<file path="config.mk">
export PLATFORM = sky130hd
export DESIGN_NAME = mm_result_collector
export DESIGN_NICKNAME = d
export VERILOG_FILES = /design/src/rtl/mm_result_collector.sv
export SDC_FILE = /design/constraint.sdc
export NUM_CORES = 1
export LEC_CHECK = 0
export BUFFER_PORTS_ARGS = -buffer_cell sky130_fd_sc_hd__buf_2
export CORE_ASPECT_RATIO = 0.75
export CORE_MARGIN = 2
export CORE_UTILIZATION = 45
export CTS_BUF_LIST = sky130_fd_sc_hd__clkbuf_16
export DETAILED_ROUTE_END_ITERATION = 16
export SYNTH_ARGS = -nofsm -noshare
export SYNTH_HDL_FRONTEND = slang
export SYNTH_SLANG_ARGS = --single-unit
</file>
<file path="constraint.sdc">
create_clock -name clk -period 3.25 [get_ports clk]
set_input_delay 0.8125 -clock clk [delete_from_list [all_inputs] [get_ports clk]]
set_output_delay 0.8125 -clock clk [all_outputs]
set_load 0.01 [all_outputs]
</file>
<file path="src/rtl/mm_result_collector.sv">
// Result collector: captures MM result words into a slot buffer, then drains the full product in index order.
// Optional build macro MM_COLLECT_TRANSPOSE_EN drains column-major (index halves swapped) instead of row-major.
module mm_result_collector #(
    parameter int DATA_W = 18,
    parameter int ADDR_W = 4,
    parameter int DEPTH  = 16
) (
    input  logic              clk,
    input  logic              rst,
    input  logic              result_en,
    input  logic [ADDR_W-1:0] addr_P,
    input  logic [DATA_W-1:0] result,
    output logic [DATA_W-1:0] out_data,
    output logic              out_valid,
    input  logic              out_ready,
    output logic              out_last,
    output logic              busy,
    output logic              err
);

    typedef enum logic {COLLECT, DRAIN} state_t;

    state_t            state_q, state_d;
    logic [DATA_W-1:0] mem [DEPTH];
    logic [DEPTH-1:0]  mask_q;
    logic [DEPTH-1:0]  wr_onehot;
    logic [DEPTH-1:0]  mask_filled;
    logic [ADDR_W-1:0] rd_ptr_q;
    logic [ADDR_W-1:0] rd_idx;
    logic              err_q;
    logic              in_collect;
    logic              wr_fire;
    logic              hs;
    logic              last_hs;

    assign in_collect  = (state_q == COLLECT);
    assign wr_fire     = result_en && in_collect;
    assign wr_onehot   = {{(DEPTH-1){1'b0}}, 1'b1} << addr_P;
    // Fill detection includes the write landing this cycle
    assign mask_filled = mask_q | (wr_fire ? wr_onehot : '0);
    assign hs          = out_valid && out_ready;
    assign last_hs     = hs && out_last;
    assign err         = err_q;

`ifdef MM_COLLECT_TRANSPOSE_EN
    assign rd_idx = {rd_ptr_q[ADDR_W/2-1:0], rd_ptr_q[ADDR_W-1:ADDR_W/2]};
`else
    assign rd_idx = rd_ptr_q;
`endif

    // Storage carries no reset; the mask alone decides what is valid
    always_ff @(posedge clk) begin
        if (wr_fire)
            mem[addr_P] <= result;
    end

    always_ff @(posedge clk or negedge rst) begin
        if (!rst)
            state_q <= COLLECT;
        else
            state_q <= state_d;
    end

    always_comb begin
        state_d   = state_q;
        out_valid = 1'b0;
        busy      = 1'b0;
        out_last  = 1'b0;
        out_data  = '0;
        case (state_q)
            COLLECT: begin
                if (&mask_filled)
                    state_d = DRAIN;
            end
            DRAIN: begin
                out_valid = 1'b1;
                busy      = 1'b1;
                out_last  = (rd_ptr_q == ADDR_W'(DEPTH-1));
                out_data  = mem[rd_idx];
                if (last_hs)
                    state_d = COLLECT;
            end
            default: state_d = COLLECT;
        endcase
    end

    always_ff @(posedge clk or negedge rst) begin
        if (!rst) begin
            mask_q   <= '0;
            rd_ptr_q <= '0;
            err_q    <= 1'b0;
        end else begin
            if (in_collect) begin
                mask_q   <= mask_filled;
                rd_ptr_q <= '0;
            end else if (hs) begin
                rd_ptr_q <= last_hs ? '0 : rd_ptr_q + ADDR_W'(1);
                if (last_hs)
                    mask_q <= '0;
            end
            // Sticky: overwrite of a filled slot, or any write attempted while draining
            if ((result_en && !in_collect) || (wr_fire && |(mask_q & wr_onehot)))
                err_q <= 1'b1;
        end
    end

endmodule

</file>
Yosys cells after proc, flatten, opt, wreduce, memory -nomap -nowiden
Memories as Yosys holds them, arrays and structs flattened.
Cells that the tools add are included.

word-level totals
  bits in registers = 22
  output and inout port bits = 22
  word-level logic and storage cells = 37
  memories = 1
  bits in writable memories = 288

cells by class
  shift operators = 1
  eq/ne operators = 3
  reduce and logical (&&, ||, !) cells = 9
  multiplexer cells = 15
  add/sub/neg operators = 1
  bitwise operators = 3

memories
  name  depth  bits a word  read ports  clocked after Yosys merged registers in  write ports  RTL line  RTL
  mem   16     18           1           0                                        1            24        logic [DATA_W-1:0] mem [DEPTH];

operators with widths
  cell                    number
  $mux W16                4
  $mux W18                1
  $and A16 B16 Y16        1
  $or A16 B16 Y16         1
  $reduce_and A16 Y1      1
  $reduce_or A16 Y1       1
  $shl A1 B4 Y16 const A  1
  $mux W4                 3
  $mux W1                 6
  $logic_and A1 B1 Y1     5
  $add A4 B1 Y4 const B   1
  $eq A4 B4 Y1 const B    1
  $ne A2 B1 Y1 const B    2
  $pmux W1 S2             1
  $reduce_and A2 Y1       1
  $logic_or A1 B1 Y1      1
  $not A1 Y1              1

Logic depth before layout (Yosys ltp)
  word-level depth = 7
  gate-level depth with buffers = 7
  gate-level depth less buffers = 5

Worst setup path before layout
Ideal clock, no wire load.

  path kind = in2reg
  from = in addr_P[2]
  to = reg state_q
  slack = 0.111 ns
  buffers on the path = 0
  library setup time = 0.092 ns
  data required time = 3.158 ns
  stages on the path = 5
  data arrival time = 3.048 ns
  cell sequence = or4b_4 nor2_1 a22oi_1 or4_1 o31ai_2

between the ends
  longest elaborated chain between the ends = 6

ends and longest elaborated chain
  element                 RTL line  RTL
  start: declaration      11        input logic [ADDR_W-1:0] addr_P,
  $shl A1 B4 Y16          38        assign wr_onehot = {{(DEPTH-1){1'b0}}, 1'b1} << addr_P;
  $mux W16                40        assign mask_filled = mask_q | (wr_fire ? wr_onehot : '0);
  $or A16 B16 Y16         40
  $reduce_and A16 Y1      72        if (&mask_filled)
  $mux W1                 72
  $pmux W1 S2             70        case (state_q)
  via state_d             23        state_t state_q, state_d;
  end signal: assignment  61        state_q <= state_d;
  end: declaration        23

The timed path passes the listed nets, and every way through them passes these cells.
A chain may end at the register's enable or synchronous reset.

Final worst setup path
  from = reg rd_ptr_q[0] (netlist: rd_idx[0])
  to = out out_data[6]

between the ends
  longest elaborated chain between the ends = 2

ends and longest elaborated chain
  element                   RTL line  RTL
  start: declaration        28        logic [ADDR_W-1:0] rd_ptr_q;
  start signal: assignment  97        rd_ptr_q <= last_hs ? '0 : rd_ptr_q + ADDR_W'(1);
  $mem_v2 Z16 W18           n/a
  $mux W18                  70
  end: declaration          13        output logic [DATA_W-1:0] out_data,

Every way passes these cells.

==> summary.md <==
| Metric | Value |
|---|---|
| Status | finished with violations |
| Violated checks | negative setup slack |
| Routed WL per cell | 26.34 um |
| DIE WIDTH | 194.5 um |
| Residual DRC | 0 |
| Drt first pass iters | 7 |
| Initial core utilization | 0.4556 |
| Vias | 6115 |
| # fillers | 2098 |
| Crit end category | primary output |
| Mux contribution to synthesized area | 0.1708 |
| Largest net degree at the start of global routing | 49 |
| Final nets | 702 |
| Met3 wire length | 1793 um |
| CP Max Fanout | 5 |
| Post-route ant nets | 0 |
| Drt total wl | 27550 um |
| Worst setup margin | -182.6 ps |
| Setup Skew | 13.81 ps |
| Core area | about 27000 um2 |
| Dpl ws | about 280 ps |
| Max Clk Rate | 0.2913 GHz |
| Root buf cell | clkbuf_16 |
| Vias per cell | slightly below 6 |
| Met1 Wirelength | 12010 um |
| Crit path launch type | register |
| Final Max Tran Viols | 0 |
| Final core occ | 0.5365 |
| Setup total negative slack | -2832 ps |
| Area grow syn2layout | 17.75% |
| Clk_lat worst skew | 550 ps |
| Number of global-route vias before repair | 6293 |
| Pleak | 4.611 nW |
| Std-Cell Rows | 52 |
| Yosys reg bits | 310 |
| Adder-Cell Fraction of Synth Area | 0.001022 |
| Dpl hpwl | 14670 um |
| Clk slew on worst S/H paths | 70 ps |
| Final total power | 0.009336 W |
| Max_cap viols | 0 |
| Final GP Congestion | 0.8881 |
| WL met2 | ~13000 um |
| Fraction of registers with async set/reset | 0.07097 |
| Hold Path Class | primary input to asynchronous set/reset pin |
| Global-route wire length before repair | 40970 um |
| Setup violations, final | 18 |
| Post-synthesis compound-gate area fraction | 0.02013 |
| Post-Synth Simple-Gate Area | 0.04334 |
| Die area | 28550 um2 |
| Synthesis Warnings | 0 |
| Cell taking the most area after synthesis | edfxtp_1 |
| Avg Inst Size Synth | 20.82 um2 |
| Die Ht | 146.8 um |
| Initial DRC count | 563 |
| Mapped cell area | 12240 um2 |
| Final hold violations | 0 |
| Highest routed layer | met4 |
| CTS tree | done |
| Clock sinks | 310 |
| Power per Cell Area | 647.7 nW/um2 |
| Synth top area share | 0.7065 |
| Synth Area in XOR/XNOR | 0.001431 |
| CTS max path bufs | 3 |
| Layout cell share with drive strength beyond 1 | 0.3588 |
| IO Port Bufs | 47 |
| Remaining global-route overflow | 0 |
| Top cells by area, synth | edfxtp_1, mux4_2, dfrtp_1, nor2_1, a21oi_1 |
| Largest family of logic cells by synthesized area | multiplexers |
| RSZ-0062 raised after global routing | true |
| TritonCTS buffer count | 30 |
| Worst slew margin | 0.5095 |
| Number of synthesized flops with an enable pin | 288 |
| Initial antenna violation count | 1 |
| Max IR drop VDD | 0.4039 mV |
| Fin area | 14420 um2 |
| Crit Path Category | register to primary output |
| Post-Syn Nets | 615 |
| Netlist cell types | approximately 40 |
| Tmin final | 3433 ps |
| Top FF cell, synth | edfxtp_1 |
| Htree depth | 1 |
| Placed Area | 13140 um2 |
| Post-route clock period utilization | 1.056 |
| Syn Inst Count | 588 |
| Worst-Margin Slew | 733.5 ps |
| # IOs | 48 |
| CP required | 2440 ps |
| WP data arrival | 2620 ps |
| Post-synthesis sequential area ratio | 0.7514 |
| Gr usage total | 0.1964 |
-- critical path, stage by stage, from the launching register on --
cell and delay [ps]:
dfrtp_4 470, buf_8 160, buf_12 130, mux4_2 500, mux4_2 500, and2_1 170
buf_2 130
-- synthesized netlist by cell type, types with 3 or more instances --
library cell,number
edfxtp_1,288
mux4_2,90
nor2_1,48
a21oi_1,23
dfrtp_1,22
clkbuf_1,19
and2_1,18
buf_2,8
nand2_1,7
nor3_1,6
buf_1,5
o21ai_0,5
nand3_1,4
a31oi_1,3
a32oi_1,3
mux2i_1,3
nand4_1,3
or4_1,3
-- report_power, final --
part | leakage (nW) | internal, W | switching, W
Clock | 0.475 | 0.00171 | 0.00138
Combinational | 1.29 | 0.000830 | 0.000728
Sequential | 2.84 | 0.00454 | 0.000152
Total | 4.61 | 0.00708 | 0.00226
-- stage by stage --
step | cells | hold slack (ps)
after global placement | 979 | 529.1
after CTS | 1041 | 251.9
after detailed placement | 979 | 565.0
after global routing | 1045 | 276.8
after floorplan | 588 | 494.8
final | 1046 | 252.5
-- cell families (layout without fill, tap and decap cells) --
kind of cell             after synthesis  count (layout)
multiplexers                          96              96
buffers and inverters                 35             141
AND/OR/NAND/NOR                      103             103
AO/OA/AOI/OAI                         41              41
other                                  0               1
adder cells (fa/ha/maj)                1               1
XOR/XNOR                               2               2
flip-flops                           310             310
-- cell usage in the layout, fill, tap and decap left out, types with 4 or more instances in the layout --
cell	netlist	routed
buf_6	0	13
nor2_1	48	37
and2_4	0	11
buf_12	0	10
and2_1	18	7
nand3_1	4	4
dfrtp_1	22	19
edfxtp_1	288	288
buf_4	1	18
mux4_2	90	90
nor2_2	1	12
clkbuf_16	0	35
o21ai_0	5	5
inv_1	2	15
nand2_1	7	7
clkinv_2	0	4
buf_16	0	5
a21oi_1	23	23
buf_2	8	37
-- registers in the layout, indices dropped and copies added, names as in the netlist --
name and count:
state_q 1, mem 288, rd_idx 4, mask_q 16, err 1
-- final timing paths --
check / from / cells after the start / slack, ps / to
worst min-delay path: rst / 1 / 250 / mask_q[7]
min in group clk: err / 2 / 580 / err
worst max register to register: state_q / 6 / 850 / state_q
worst max-delay path: rd_idx[0] / 6 / -180 / out_data[6]
worst min register to register: err / 2 / 580 / err
max in group asynchronous: rst / 1 / 2580 / rd_idx[0]
-- cell type report --
type / count / area (um2) / share of cell area
sequential: 310 / 9205 / 0.6386
multi-input combinational: 243 / 2974 / 0.2063
timing repair buffer: 88 / 919.6 / 0.06380
clock buffer: 31 / 775.7 / 0.05381
tap: 351 / 439.2 / 0.03047
clock inverter: 20 / 91.34 / 0.006336
inverter: 2 / 7.507 / 0.0005208
antenna: 1 / 2.502 / 0.0001736
-- what timing repair did --
| item | CTS | global route |
|---|---|---|
| hold buffers | 0 | 0 |
| setup endpoints to repair | 18 | 18 |
| setup buffers | 6 | 1 |
| gates resized for setup | 8 | 28 |
| gates cloned | 5 | 4 |
-- metal layers --
layer  track usage  up-vias
li1              -     2621
met1        0.2853     3207
met2        0.3124      235
met3       0.03604       52
met4       0.04885        0
met5             0        -
Power figures use the tool's default switching activity.
